**src/rtl/ram1_pkg.sv**
```systemverilog
// RAM1 reminder scanner shared definitions: default geometry,
// medicine-table field slices and scanner FSM encoding.
package ram1_pkg;

    localparam int ADDR_W_DEF = 4;
    localparam int DATA_W_DEF = 8;
    localparam int CNT_W_DEF  = 4;

    localparam int MEDID_HI = 7;
    localparam int MEDID_LO = 4;
    localparam int FREQ_HI  = 3;
    localparam int FREQ_LO  = 0;
    localparam int MEDID_W  = MEDID_HI - MEDID_LO + 1;
    localparam int FREQ_W   = FREQ_HI - FREQ_LO + 1;

    typedef enum logic [2:0] {
        S_IDLE,
        S_ADDR,
        S_WAIT,
        S_EVAL,
        S_NOTIFY
    } state_t;

endpackage

```
**src/rtl/ram1_slot_counter_bank.sv**
```systemverilog
// Per-slot dose countdowns, one read/write port at the
// slot currently being scanned.
module ram1_slot_counter_bank #(
    parameter int ADDR_W = 4,
    parameter int CNT_W  = 4
) (
    input  logic              clk,
    input  logic              rst_n,
    input  logic [ADDR_W-1:0] idx,
    input  logic              we,
    input  logic [CNT_W-1:0]  wr_cnt,
    output logic [CNT_W-1:0]  rd_cnt
);

    logic [CNT_W-1:0] cnt_q [2**ADDR_W];

    always_ff @(posedge clk or negedge rst_n) begin
        if (!rst_n) begin
            for (int i = 0; i < 2**ADDR_W; i++) begin
                cnt_q[i] <= '0;
            end
        end else if (we) begin
            cnt_q[idx] <= wr_cnt;
        end
    end

    assign rd_cnt = cnt_q[idx];

endmodule

```
**src/rtl/ram1_reminder_scanner.sv**
```systemverilog
// Walks the RAM1 medicine table on every Tick, counts each slot
// down and raises a valid/ack reminder when a slot falls due.
module ram1_reminder_scanner
    import ram1_pkg::*;
#(
    parameter int ADDR_W = ADDR_W_DEF,
    parameter int DATA_W = DATA_W_DEF,
    parameter int CNT_W  = CNT_W_DEF
) (
    input  logic               Clk,
    input  logic               Rst,
    input  logic               Tick,
    output logic [ADDR_W-1:0]  R_Addr,
    input  logic [DATA_W-1:0]  R_Data,
    output logic               Rem_Valid,
    output logic [MEDID_W-1:0] Rem_MedID,
    input  logic               Rem_Ack,
    output logic               Busy,
    output logic               Overrun
);

    state_t              state_q;
    state_t              state_d;
    logic [ADDR_W-1:0]   addr_d;
    logic [DATA_W-1:0]   data_q;
    logic [DATA_W-1:0]   data_d;
    logic                valid_d;
    logic [MEDID_W-1:0]  medid_d;
    logic                busy_d;
    logic                pend_q;
    logic                pend_d;
    logic                ovr_d;

    logic                cnt_we;
    logic [CNT_W-1:0]    cnt_wr;
    logic [CNT_W-1:0]    cnt_rd;

    logic [FREQ_W-1:0]   freq;
    logic [CNT_W-1:0]    f_ext;
    logic                last_slot;
    logic                is_empty;
    logic                is_due;
    logic                is_stale;

    ram1_slot_counter_bank #(
        .ADDR_W (ADDR_W),
        .CNT_W  (CNT_W)
    ) u_bank (
        .clk    (Clk),
        .rst_n  (Rst),
        .idx    (R_Addr),
        .we     (cnt_we),
        .wr_cnt (cnt_wr),
        .rd_cnt (cnt_rd)
    );

    assign freq      = data_q[FREQ_HI:FREQ_LO];
    assign f_ext     = CNT_W'(freq);
    assign last_slot = &R_Addr;
    assign is_empty  = (freq == '0);
    assign is_due    = !is_empty && (cnt_rd <= CNT_W'(1));
    // A count above Freq means the slot was rewritten with a shorter period
    assign is_stale  = !is_empty && !is_due && (cnt_rd > f_ext);

    always_comb begin
        state_d = state_q;
        addr_d  = R_Addr;
        data_d  = data_q;
        valid_d = Rem_Valid;
        medid_d = Rem_MedID;
        busy_d  = Busy;
        pend_d  = pend_q;
        ovr_d   = Overrun;
        cnt_we  = 1'b0;
        cnt_wr  = '0;

        unique case (state_q)
            S_IDLE: begin
                if (Tick || pend_q) begin
                    pend_d  = 1'b0;
                    addr_d  = '0;
                    busy_d  = 1'b1;
                    state_d = S_ADDR;
                end
            end
            S_ADDR: state_d = S_WAIT;
            S_WAIT: begin
                data_d  = R_Data;
                state_d = S_EVAL;
            end
            S_EVAL: begin
                cnt_we = 1'b1;
                unique case (1'b1)
                    is_empty: cnt_wr = '0;
                    is_due:   cnt_wr = f_ext;
                    is_stale: cnt_wr = f_ext;
                    default:  cnt_wr = cnt_rd - CNT_W'(1);
                endcase
                if (is_due) begin
                    valid_d = 1'b1;
                    medid_d = data_q[MEDID_HI:MEDID_LO];
                    state_d = S_NOTIFY;
                end else if (last_slot) begin
                    busy_d  = 1'b0;
                    state_d = S_IDLE;
                end else begin
                    addr_d  = R_Addr + 1'b1;
                    state_d = S_ADDR;
                end
            end
            S_NOTIFY: begin
                if (Rem_Ack) begin
                    valid_d = 1'b0;
                    if (last_slot) begin
                        busy_d  = 1'b0;
                        state_d = S_IDLE;
                    end else begin
                        addr_d  = R_Addr + 1'b1;
                        state_d = S_ADDR;
                    end
                end
            end
            default: state_d = S_IDLE;
        endcase

        if (Tick && (state_q != S_IDLE)) begin
            if (pend_q) ovr_d = 1'b1;
            pend_d = 1'b1;
        end
    end

    always_ff @(posedge Clk or negedge Rst) begin
        if (!Rst) begin
            state_q   <= S_IDLE;
            R_Addr    <= '0;
            data_q    <= '0;
            Rem_Valid <= 1'b0;
            Rem_MedID <= '0;
            Busy      <= 1'b0;
            pend_q    <= 1'b0;
            Overrun   <= 1'b0;
        end else begin
            state_q   <= state_d;
            R_Addr    <= addr_d;
            data_q    <= data_d;
            Rem_Valid <= valid_d;
            Rem_MedID <= medid_d;
            Busy      <= busy_d;
            pend_q    <= pend_d;
            Overrun   <= ovr_d;
        end
    end

endmodule

```
**config.mk**
```make
export PLATFORM = sky130hd
export DESIGN_NAME = ram1_reminder_scanner
export DESIGN_NICKNAME = d
export VERILOG_FILES = /design/src/rtl/ram1_pkg.sv /design/src/rtl/ram1_slot_counter_bank.sv /design/src/rtl/ram1_reminder_scanner.sv
export SDC_FILE = /design/constraint.sdc
export NUM_CORES = 1
export LEC_CHECK = 0
export CORE_ASPECT_RATIO = 0.7
export CORE_UTILIZATION = 36
export DETAILED_ROUTE_END_ITERATION = 8
export SLEW_MARGIN = 30
export SYNTH_ARGS = -nofsm -noshare
export SYNTH_HDL_FRONTEND = slang
export SYNTH_SLANG_ARGS = --single-unit
```
**constraint.sdc**
```tcl
create_clock -name Clk -period 4 [get_ports Clk]
set_clock_uncertainty 0.1 [all_clocks]
set_input_delay 0.8 -clock Clk [delete_from_list [all_inputs] [get_ports Clk]]
set_output_delay 0.8 -clock Clk [all_outputs]
set_load 0.02 [all_outputs]
```
Yosys cells after proc, flatten, opt, wreduce, memory -nomap -nowiden
Index checks and enable logic that the tools add are counted.
{ "totals": {"input_bits": 12, "output_inout_bits": 11, "wordCells": 92, "ff_bits": 87} }
{ "classes": {"bitwise_logic": 1, "n_eq_ne": 8, "n_lt_le_gt_ge": 4, "reduce_logical": 23, "muxes": 30, "add_sub_neg": 2} }
{ "ops": {"columns": ["operator", "n"], "rows": [
  ["$bwmux W64", 1],
  ["$mux W4", 8],
  ["$bmux W4 S4", 1],
  ["$demux W4 S4", 1],
  ["$pmux W3 S5", 1],
  ["$pmux W4 S3", 1],
  ["$mux W1", 11],
  ["$mux W3", 3],
  ["$ne A2 B2 Y1 const B", 4],
  ["$pmux W4 S2", 1],
  ["$reduce_and A2 Y1", 4],
  ["$reduce_and A4 Y1", 2],
  ["$eq A3 B2 Y1 const B", 2],
  ["$reduce_bool A2 Y1", 3],
  ["$reduce_bool A3 Y1", 2],
  ["$ge A5 B5 Y1 const B", 1],
  ["$logic_and A1 B1 Y1", 5],
  ["$lt A5 B1 Y1 const B", 1],
  ["$not A4 Y5", 1],
  ["$add A4 B1 Y4 const B", 1],
  ["$gt A4 B4 Y1", 1],
  ["$le A4 B1 Y1 const B", 1],
  ["$logic_not A4 Y1", 1],
  ["$sub A4 B1 Y4 const B", 1],
  ["other kinds (9)", 10]
]} }

Longest topological paths before layout
Gate-level depths: netlist of the first run.
{ "logic_depth": {"depth_word": 13, "ltp_mapped": 14, "ltp_nobuf": 11} }

Cells and area by module
A second synthesis of the first run with hierarchy kept.
{ "hier_totals": {"cells_unflattened": 321, "hier_area_um2": 4305.4} }
{ "modules_own_cells": {"columns": ["mod", "seq_area_each_um2", "instances", "area_each_um2", "cells_each"], "rows": [
  ["ram1_slot_counter_bank", 1601.5, 1, 3032.9, 200],
  ["ram1_reminder_scanner", 575.6, 1, 1272.5, 121]
]} }

Worst setup path before layout of the first run
Ideal clock, no wire load.
{ "synth_timing": {"path_type": "flip-flop to flip-flop", "from": "reg R_Addr[1]", "to": "reg u_bank.cnt_q[0] in the netlist's numbering", "required_time_ps": 3768, "path_stages_with_launch": 14, "setup_ps": 132, "arrival_ps": 3407, "slack_ps": 361, "path_buffers": 3, "period_less_slack_ps": 3639, "path_cell_list": "dfrtp_1 > clkbuf_1 > clkbuf_1 > mux4_2 > a22oi_1 > nand2_1 > inv_1 > ha_1 > a41o_1 > a21o_1 > nand3_1 > mux2i_1 > clkbuf_1 > o21ai_1"} }
{ "synth_via": {"elab_chain_cells": 13, "word_cells_on_any_way": 20, "cone_classes": "add/sub (1); order compare (4); mux (8); bitwise (1); reduce/logical (6)"} }
{ "synth_rtl": {"columns": ["item", "line", "rtl"], "rows": [
  ["start: declaration", "ram1_reminder_scanner.sv:13", "output logic [ADDR_W-1:0] R_Addr,"],
  ["start signal: assignment", "ram1_reminder_scanner.sv:144", "R_Addr <= addr_d;"],
  ["$not A4 Y5 (implied by the code) *", "ram1_slot_counter_bank.sv:23, ram1_slot_counter_bank.sv:27", null],
  ["$bmux W4 S4", "ram1_slot_counter_bank.sv:27", "assign rd_cnt = cnt_q[idx];"],
  ["$mux W4 (implied by the code) (2 in a row)", "ram1_slot_counter_bank.sv:27", null],
  ["$le A4 B1 Y1", "ram1_reminder_scanner.sv:61", "assign is_due = !is_empty && (cnt_rd <= CNT_W'(1));"],
  ["$logic_and A1 B1 Y1", "ram1_reminder_scanner.sv:61", null],
  ["$logic_not A1 Y1", "ram1_reminder_scanner.sv:63", "assign is_stale = !is_empty && !is_due && (cnt_rd > f_ext);"],
  ["$logic_and A1 B1 Y1 (2 in a row)", "ram1_reminder_scanner.sv:63", null],
  ["$reduce_or A2 Y1 (no source line)", null, null],
  ["$pmux W4 S2", "ram1_reminder_scanner.sv:93", "unique case (1'b1)"],
  ["$mux W4", "ram1_reminder_scanner.sv:77", "unique case (state_q)"],
  ["$bwmux W64 *", "ram1_slot_counter_bank.sv:23", "cnt_q[idx] <= wr_cnt;"],
  ["end signal: indexed assignment", "ram1_slot_counter_bank.sv:23", null],
  ["end: declaration", "ram1_slot_counter_bank.sv:15", "logic [CNT_W-1:0] cnt_q [2**ADDR_W];"]
]} }
Mark *: on every way between the ends. The rest lies on a longest branch, timed or not. The select of a mux whose other input is x is not followed.
A chain may end at the register's enable or synchronous reset.

Worst setup path in the final report of the first run
{ "layout_timing": {"from": "reg R_Addr[0]", "to": "reg u_bank.cnt_q[27] in the netlist's numbering"} }
The elaborated chain is that of the path after synthesis.

==> key figures, run 1 <==
Outcome
  • Status: completed

Power
  • Switching power: 1.77 mW
  • Power share of the combinational group: 47.8%
  • Total power: 4.17 mW
  • Clock power frac: 23.2%
  • Leakage: 2.18 nW
  • P_int: 2.40 mW
  • Worst vdd ir: 0.000519 V
  • Flop pwr share: 29.0%
  • Power Density: 801 nW/um2
  • Switching share of power: 42.5%

Clocking
  • Inserted Clock Buffers: 9
  • H-tree Lvls: 3
  • Clock slew at reported path FFs: 0.06 ns
  • Worst skew pair latency: 0.34 ns
  • Setup bufs post-CTS: 0
  • CTS tree: built
  • Max Buffers Root-to-Sink: 2
  • Root Driver: clkbuf_16
  • Clock Sinks: 87

Timing
  • Setup Viol. Count Final: 0
  • Hold violation count in the final report: 0
  • Max Slew Vio Count: 0
  • Worst Tran Pin Value: 0.807 ns
  • Fmax: 0.270 GHz
  • Final WS setup: 0.290 ns
  • Max-Slew Margin vs Limit: 46.2%
  • Unrepaired setup endpoints after global routing: true
  • Final Cycle Share: 92.7%
  • Crit path time final: 3.71 ns
  • Fin Setup TNS: 0 ns

Floorplan
  • IO Pins: 23
  • Initial core utilization: 37.3%
  • Die W: 135 um
  • Core area: 11900 um2
  • Cell Rows: 33
  • Die Area: 12700 um2
  • DIE HEIGHT: 94.8 um

Worst setup path
  • CP endpoint kind: flop
  • Kind of start point of the critical path: flop
  • Crit Path Max Fanout: 16
  • WP data required: 4.16 ns
  • Worst Setup Path Type: flop to flop
  • Worst path arrival time: 3.87 ns

Synth
  • #FFs+latches synth: 87
  • Syn avg cell area: 9.94 um2
  • Cells after Synth: 445
  • Mux contribution to synthesized area: 12.6%
  • Post-Synth XOR/XNOR Area: 0.198%
  • Post-Syn Area: 4420 um2
  • Asr flop ratio synth: 100%
  • Simple-Gate Fraction of Synth Area: 17.5%
  • Seq/Total Area, Yosys: 49.2%
  • Main combinational cell family by area after synthesis: simple AND/OR/NAND/NOR gates
  • Post-synth EDFFs: 0
  • Yosys cell types: 47
  • Ys flop type: dfrtp_1
  • Ys Warns: 0
  • Adder-cell share of the synthesized area: 2.83%
  • Compound-cell area share of the yosys netlist: 14.3%
  • Syn nets: 467

Run
  • Max-cap violation count: 0

GRT
  • First-pass GRT wire length: 18700 um
  • Largest net degree at the start of global routing: 88
  • Total GRT Usage: 19.4%
  • Global route total overflow: 0
  • Initial antenna violation count: 0
  • Vias in the first global route: 3464

Finish
  • Util after Layout: 44.0%
  • Share of cells above drive strength 1: 15.3%
  • Post-layout instance area: 5210 um2
  • Diodes inserted: 0
  • Area taken by multi-input logic gates: 2120 um2
  • FILL cells: 1145
  • Final nets: 488
  • Synth-to-layout area growth: 17.8%
  • Register area: 2180 um2

Drt
  • Top Metal Used: met4
  • Routed Wire Length: 11100 um
  • Metal3 WL: 832 um
  • Vias: 3491
  • Vias per Instance: 5.56
  • DRC: 0
  • Routed WL per cell: 17.6 um
  • Metal-1 WL: 5510 um
  • First DRT Iteration DRCs: 252
  • TritonRoute pass-1 iters: 5
  • Met2 wire length: 4610 um
  • ANT nets after route: 0

Placement
  • Port-buffer cells: 22
  • Cell Area, Placed: 4840 um2
  • DP HPWL: 7760 um
  • Gpl congestion: 0.813
  • Pre-CTS setup slack: 0.210 ns

Min path
  • Worst min path class: flop to flop
## critical path: stages, from the launching register on
cell and delay [ns]:
dfrtp_1 0.48, buf_12 0.22, mux4_2 0.53, a22oi_1 0.36
nand2_1 0.18, ha_1 0.31, nor2b_1 0.14, o211ai_1 0.16
a21o_1 0.22, nand3_1 0.22, a211o_2 0.52, a21oi_1 0.19
## worst paths after layout
kind,from,to,slack [ns],cells past startpoint
min in group asynchronous,Rst,u_bank.cnt_q[45],0.42,1
max,R_Addr[0],u_bank.cnt_q[27],0.29,11
min reg2reg,u_bank.cnt_q[32],u_bank.cnt_q[32],0.37,2
max in group asynchronous,Rst,data_q[6],2.82,1
max reg2reg,R_Addr[0],u_bank.cnt_q[27],0.29,11
min,u_bank.cnt_q[32],u_bank.cnt_q[32],0.37,2
## cell type report
cell class	count	share of cell area, %
Sequential cell	87	41.8
Clock buffer	10	4.58
Timing Repair Buffer	32	6.17
Multi-Input combinational cell	323	40.7
Tap cell	157	3.77
Clock inverter	6	2.06
Inverter	13	0.936
## cell usage after synthesis (all sizes together), types with 2 or more instances
| master | instances | share of area, % |
|---|---|---|
| dfrtp | 87 | 49 |
| nand2 | 63 | 5.3 |
| o21ai | 54 | 6.1 |
| nor2 | 52 | 4.4 |
| nand3 | 36 | 4.1 |
| a21oi | 22 | 3.3 |
| clkbuf | 18 | 1.5 |
| mux4 | 16 | 8.1 |
| inv | 13 | 1.1 |
| mux2 | 11 | 2.8 |
| ha | 10 | 2.8 |
| mux2i | 6 | 1.6 |
| a22oi | 5 | 0.85 |
| nand2b | 5 | 0.71 |
| nor2b | 5 | 0.71 |
| and2 | 4 | 0.57 |
| buf | 4 | 0.74 |
| nor3 | 4 | 0.45 |
| a211o | 3 | 0.59 |
| a21boi | 2 | 0.34 |
| a31oi | 2 | 0.28 |
| o22a | 2 | 0.40 |
| o32ai | 2 | 0.40 |
## sequential cells by signal (all words and copies together), names as in the netlist
name          flops
u_bank.cnt_q     64
data_q            8
R_Addr            4
Rem_MedID         4
state_q           3
Busy              1
Overrun           1
Rem_Valid         1
pend_q            1
## power groups by stage
stage | Clock, mW | Combinational (mW) | Sequential, mW
2_1_floorplan | 0 | 1.34 | 1.18
3_3_place_gp | 0 | 1.91 | 1.22
3_5_place_dp | 0 | 1.93 | 1.22
4_1_cts | 0.989 | 1.94 | 1.21
5_1_grt | 1.02 | 2.19 | 1.24
6_report | 0.968 | 2.00 | 1.21
## cells in the final DEF, fill, tap and decap left out, types with 2 or more instances in the layout
cell	count
mux2i_1	5
and2_1	4
clkdlybuf4s50_1	21
nand2_1	63
buf_4	8
a21boi_0	2
ha_1	10
bufinv_16	3
a21oi_2	10
inv_1	12
buf_12	2
a21oi_1	12
o21ai_0	27
nand3_1	35
o22a_1	2
nand2b_1	5
nor2b_1	5
a31oi_1	2
nor3_1	4
nor2_1	51
mux2_2	11
clkbuf_16	9
clkinv_2	2
o32ai_1	2
a22oi_1	5
o21ai_1	27
dfrtp_1	87
mux4_2	16
## timing repair
| item | CTS | global route |
|---|---|---|
| endpoints found under the setup margin | 0 | 34 |
| hold buffers | 0 | 0 |
| resized for setup | 0 | 5 |
## cells by family (layout without fill, tap and decap cells)
group / after synthesis / after routing
AOI/OAI and AO/OA: 103 / 103
xor gates and xnor gates: 1 / 1
adders and majority gates: 10 / 10
buffers and inverters: 35 / 61
DFF: 87 / 87
muxes: 33 / 33
and+or+nand+nor: 176 / 176
## metal layers
metal | vias to the layer above | GRT usage, %
met5 | - | 0
li1 | 1615 | -
met2 | 128 | 27.0
met1 | 1728 | 29.0
met3 | 20 | 5.74
met4 | 0 | 5.06
## metrics by stage
step	cells	hold WS (ns)
global placement	612	0.354
CTS	628	0.380
global route	628	0.402
floorplan	445	0.345
finish	628	0.374
detailed placement	612	0.366
Note: power is estimated with default switching activity, not from simulation.
==> inputs of run 2 (changes only) <==
--- a/config.mk
+++ b/config.mk
@@ -5,9 +5,12 @@
 export SDC_FILE = /design/constraint.sdc
 export NUM_CORES = 1
 export LEC_CHECK = 0
+export CELL_PAD_IN_SITES_DETAIL_PLACEMENT = 0
+export CELL_PAD_IN_SITES_GLOBAL_PLACEMENT = 1
 export CORE_ASPECT_RATIO = 0.7
 export CORE_UTILIZATION = 36
 export DETAILED_ROUTE_END_ITERATION = 8
+export PLACE_DENSITY_LB_ADDON = 0.1
 export SLEW_MARGIN = 30
 export SYNTH_ARGS = -nofsm -noshare
 export SYNTH_HDL_FRONTEND = slang
==> key figures, run 2 (synthesis results as in run 1) <==
Power
  • Total power: 4.23 mW (+1.4%)
  • Worst vdd ir: 0.000495 V (-4.7%)
  • Leakage: 2.20 nW (+0.85%)
  • Power Density: 813 nW/um2 (+1.5%)

Clocking
  • Hold_buf cts: 0 (unchanged)
  • Worst skew pair latency: 0.34 ns (about the same)
  • CTS tree: built
  • Inserted Clock Buffers: 9 (unchanged)
  • Setup bufs post-CTS: 0 (unchanged)
  • Root Driver: clkbuf_16
  • H-tree Lvls: 3 (unchanged)
  • Clock Sinks: 87 (unchanged)
  • Clock slew at reported path FFs: 0.06 ns (about the same)
  • Post-CTS sizing: 0 (unchanged)
  • Max Buffers Root-to-Sink: 2 (unchanged)

Finish
  • Diodes inserted: 0 (unchanged)
  • Util after Layout: 44.0% (about the same)
  • Final nets: 496 (+1.6%)
  • Most frequent cells in the layout: dfrtp_1, nand2_1, nor2_1
  • Max reg flops: 64 (unchanged)
  • Leading cell type in the layout, fill and taps excluded: dfrtp_1
  • Biggest register: u_bank.cnt_q
  • Largest registers: u_bank.cnt_q: 64 flops, data_q: 8 flops
  • Synth-to-layout area growth: 17.8% (about the same)
  • Share of cells above drive strength 1: 15.4% (+0.16 points)
  • Post-layout instance area: 5210 um2 (about the same)

GRT
  • Total GRT Usage: 20.9% (+1.5 points)
  • Initial antenna violation count: 0 (unchanged)
  • First-pass GRT wire length: 19500 um (+4.4%)
  • Vias in the first global route: 3333 (-3.8%)
  • Largest net degree at the start of global routing: 44 (-50%)
  • Global route total overflow: 0 (unchanged)

Floorplan
  • Initial core utilization: 37.3% (unchanged)
  • Cell Rows: 33 (unchanged)
  • Die Area: 12700 um2 (unchanged)
  • Die W: 135 um (unchanged)
  • DIE HEIGHT: 94.8 um (unchanged)
  • IO Pins: 23 (unchanged)
  • Core area: 11900 um2 (unchanged)

Drt
  • Routed Wire Length: 12100 um (+9.4%)
  • Vias per Instance: 5.36 (-3.6%)
  • First DRT Iteration DRCs: 205 (-19%)
  • ANT nets after route: 0 (unchanged)
  • Vias: 3407 (-2.4%)
  • TritonRoute pass-1 iters: 4 (-1)
  • Routed WL per cell: 19.1 um (+8.0%)
  • DRC: 0 (unchanged)

Placement
  • Gpl congestion: 0.828 (+1.8%)
  • DP HPWL: 8690 um (+12%)
  • Port-buffer cells: 22 (unchanged)
  • Cell Area, Placed: 4890 um2 (+0.90%)

Outcome
  • Status: completed

Run
  • Max-cap violation count: 0 (unchanged)

Timing
  • Hold violation count in the final report: 0 (unchanged)
  • Setup Viol. Count Final: 0 (unchanged)
  • Crit path time final: 3.71 ns (-0.00289 ns)
  • Max Slew Vio Count: 0 (unchanged)
  • Fmax: 0.270 GHz (about the same)
  • Final Hold Slack: 0.338 ns (-0.0359 ns)
  • Final Cycle Share: 92.7% (about the same)
  • Max-Slew Margin vs Limit: 36.0% (-10 points)
  • Worst Tran Pin Value: 0.952 ns (+0.145 ns)
  • Fin Setup TNS: 0 ns (unchanged)
  • Unrepaired setup endpoints after global routing: false

Worst setup path
  • CP endpoint kind: flop
  • WP data required: 4.09 ns (-0.07 ns)
  • Max incr delay on CP: 0.70 ns (+0.17 ns)
  • Kind of start point of the critical path: flop
  • Crit Path Max Fanout: 16 (unchanged)
  • CP max-delay cell: dfrtp_1
  • Worst Setup Path Type: flop to flop
  • Worst path arrival time: 3.80 ns (-0.07 ns)
  • Crit path cell chain: buf_4, mux4_2, a22oi_1, nand2_1, inv_1, ha_1, inv_1, a21oi_1, nand4b_1, nand3_1, a211o_1, o21ai_0
  • Cell mode on critical path: inv_1

Min path
  • Worst min path class: input port to async pin
run 2: power breakdown:
group | total, mW | internal (mW) | switching (mW)
Clock | 0.918 | 0.565 | 0.353
Sequential | 1.21 | 1.06 | 0.151
Combinational | 2.10 | 0.770 | 1.33
Total | 4.23 | 2.40 | 1.84
run 2: critical path: cells and delay by family (launching register included):
family,cells,cell delay (ns)
flops,1,0.70
simple gates,3,0.65
fa+ha+maj,1,0.18
mux,1,0.33
buf+inv,3,0.44
compound gates,4,1.16
run 2: path summary, 6_finish.rpt:
kind	end	depth (start not counted)	start	slack, ns
setup / recovery	u_bank.cnt_q[22]	12	R_Addr[1]	0.29
hold / removal	u_bank.cnt_q[53]	1	Rst	0.34
setup reg to reg	u_bank.cnt_q[22]	12	R_Addr[1]	0.29
hold reg to reg	Overrun	1	Overrun	0.38
max in group asynchronous	u_bank.cnt_q[14]	2	Rst	2.73
min in group Clk	Overrun	1	Overrun	0.38
run 2: through the flow:
stage | cells | setup WS (ns)
4_1_cts | 636 | 0.299
2_1_floorplan | 445 | 0.361
3_5_place_dp | 620 | 0.322
5_1_grt | 636 | 0.0635
3_3_place_gp | 620 | 0.398
6_report | 636 | 0.293
run 2: per-layer routing:
layer | vias up | global-route usage, % | routed length (um)
met2 | 83 | 29.3 | 5070
met4 | 0 | 5.52 | 157
met1 | 1674 | 32.2 | 6290
li1 | 1638 | - | -
met3 | 12 | 4.35 | 613
met5 | - | 0 | 0
run 2: final cells by class:
cell class / instances / area, um2
repair buffers: 40 / 365
well taps: 157 / 196
clock buffers: 11 / 243
flip-flops and latches: 87 / 2180
clock inverters: 5 / 81.3
inverters: 13 / 48.8
multi-input cells: 323 / 2100
fillers: 1164 / 6640
==> inputs of run 3 (changes only) <==
--- a/config.mk
+++ b/config.mk
@@ -5,10 +5,10 @@
 export SDC_FILE = /design/constraint.sdc
 export NUM_CORES = 1
 export LEC_CHECK = 0
-export CELL_PAD_IN_SITES_DETAIL_PLACEMENT = 0
+export CELL_PAD_IN_SITES_DETAIL_PLACEMENT = 1
 export CELL_PAD_IN_SITES_GLOBAL_PLACEMENT = 1
 export CORE_ASPECT_RATIO = 0.7
-export CORE_UTILIZATION = 36
+export CORE_UTILIZATION = 47
 export DETAILED_ROUTE_END_ITERATION = 8
 export PLACE_DENSITY_LB_ADDON = 0.1
 export SLEW_MARGIN = 30
==> key figures, run 3 (synthesis results as in run 1) <==
Min path
  • Worst min path class: input port to async pin

Placement
  • Port-buffer cells: 22 (unchanged)
  • Gpl congestion: 0.838 (+1.2%)
  • Pre-CTS setup slack: 0.241 ns (-0.0808 ns)
  • Cell Area, Placed: 4780 um2 (-2.2%)
  • DP HPWL: 9220 um (+6.2%)

Timing
  • Max Slew Vio Count: 0 (unchanged)
  • Hold violation count in the final report: 0 (unchanged)
  • Fin Setup TNS: 0 ns (unchanged)
  • Max-Slew Margin vs Limit: 38.5% (+2.5 points)
  • Worst Tran Pin Value: 0.915 ns (-0.0369 ns)
  • Fmax: 0.272 GHz (+0.97%)
  • Crit path time final: 3.67 ns (-0.0356 ns)
  • Setup Viol. Count Final: 0 (unchanged)
  • Unrepaired setup endpoints after global routing: false
  • Final Cycle Share: 91.8% (-0.89 points)
  • Final WS setup: 0.329 ns (+0.0356 ns)

Drt
  • Vias: 3560 (+4.5%)
  • Vias per Instance: 5.99 (+12%)
  • Routed Wire Length: 13100 um (+8.3%)
  • DRC: 0 (unchanged)
  • Routed WL per cell: 22.1 um (+16%)
  • First DRT Iteration DRCs: 220 (+7.3%)
  • ANT nets after route: 0 (unchanged)
  • TritonRoute pass-1 iters: 4 (unchanged)

Finish
  • Post-layout instance area: 5090 um2 (-2.3%)
  • Biggest register: u_bank.cnt_q
  • Synth-to-layout area growth: 15.0%
  • Max reg flops: 64 (unchanged)
  • Most frequent cells in the layout: dfrtp_1, nand2_1, nor2_1
  • Largest registers: u_bank.cnt_q: 64 flops, data_q: 8 flops
  • Share of cells above drive strength 1: 14.5% (-0.98 points)
  • Diodes inserted: 0 (unchanged)
  • Final nets: 487 (-1.8%)
  • Leading cell type in the layout, fill and taps excluded: dfrtp_1

Worst setup path
  • CP endpoint kind: flop
  • Crit Path Max Fanout: 20 (+4)
  • Worst Setup Path Type: flop to flop
  • Worst path arrival time: 3.77 ns (-0.03 ns)
  • Kind of start point of the critical path: flop
  • WP data required: 4.10 ns (about the same)

Clocking
  • Max Buffers Root-to-Sink: 2 (unchanged)
  • Hold_buf cts: 0 (unchanged)
  • Inserted Clock Buffers: 9 (unchanged)
  • Clock Sinks: 87 (unchanged)
  • Setup bufs post-CTS: 0 (unchanged)
  • CTS tree: built
  • Worst skew pair latency: 0.34 ns (about the same)
  • Root Driver: clkbuf_16
  • Clock slew at reported path FFs: 0.07 ns (about the same)
  • H-tree Lvls: 3 (unchanged)

Power
  • Worst vdd ir: 0.000357 V (-28%)
  • Leakage: 2.15 nW (-2.2%)
  • Power Density: 798 nW/um2 (-1.8%)

Floorplan
  • DIE HEIGHT: 83.2 um (-12%)
  • Core area: 9110 um2 (-23%)
  • Initial core utilization: 48.6% (+11 points)
  • Cell Rows: 29 (-12%)
  • Die Area: 9810 um2 (-23%)
  • IO Pins: 23 (unchanged)
  • Die W: 118 um (-12%)

GRT
  • Total GRT Usage: 29.5% (+8.7 points)
  • Largest net degree at the start of global routing: 74 (+68%)
  • First-pass GRT wire length: 21800 um (+12%)
  • Global route total overflow: 0 (unchanged)
  • Initial antenna violation count: 0 (unchanged)
  • Vias in the first global route: 3803 (+14%)

Outcome
  • Status: completed

Run
  • Max-cap violation count: 0 (unchanged)
run 3: changes by cell type in the layout (fill, tap and decap cells not counted), sizes merged:
cell	before	now
clkinv	2	3
clkbuf	11	9
buf	19	10
bufinv	2	1
clkinvlp	1	0
inv	13	16
run 3: final timing paths:
path,cells past startpoint,slack (ns),start,to
worst min-delay path,1,0.36,Rst,u_bank.cnt_q[49]
worst max register to register,11,0.33,R_Addr[0],u_bank.cnt_q[62]
worst max-delay path,11,0.33,R_Addr[0],u_bank.cnt_q[62]
max in group asynchronous,2,2.75,Rst,u_bank.cnt_q[31]
min in group Clk,1,0.37,Overrun,Overrun
worst min register to register,1,0.37,Overrun,Overrun
run 3: stage by stage:
| step | cells | total power, mW | util (%) | hold WS (ns) |
|---|---|---|---|---|
| finish | 594 | 4.06 | 55.9 | 0.362 |
| global placement | 578 | 3.09 | 52.5 | 0.357 |
| floorplan | 445 | 2.53 | - | 0.345 |
| CTS | 594 | 4.07 | 55.8 | 0.374 |
| detailed placement | 578 | 3.18 | 52.5 | 0.359 |
| global route | 594 | 4.32 | 55.9 | 0.410 |
run 3: area by class of cell:
type / instances / area, um2
multi-input cells: 323 / 2100
fillers: 1011 / 4020
well taps: 124 / 155
clock buffers: 9 / 225
clock inverters: 7 / 78.8
flip-flops and latches: 87 / 2180
inverters: 13 / 48.8
repair buffers: 31 / 302
run 3: report_power, final:
group	internal (mW)	switching, mW	leakage (nW)	total, mW
registers	1.06	0.147	1.15	1.21
logic	0.682	1.31	0.847	1.99
clock network	0.492	0.370	0.151	0.861
run 3: critical path: stages (launching register included):
cell and delay [ns]:
dfrtp_1 0.42, buf_12 0.22, mux4_2 0.53, a22oi_1 0.24, nand2_1 0.19, ha_1 0.34, nor2b_1 0.14, o211ai_1 0.16
a21o_1 0.20, nand3_1 0.58, nand3_1 0.30, o21ai_0 0.11
run 3: per-layer routing:
layer,part of all wire (%),vias up,global-route usage [%]
li1,-,1620,-
met1,44,1831,39.9
met2,46,90,44.0
met3,7.8,19,11.1
met4,1.8,0,9.67
met5,0,-,0
run 3: repair_timing:
item,in CTS,in global routing
gates resized for setup,0,2
setup endpoints to repair,0,15
endpoints found under the hold margin,0,0
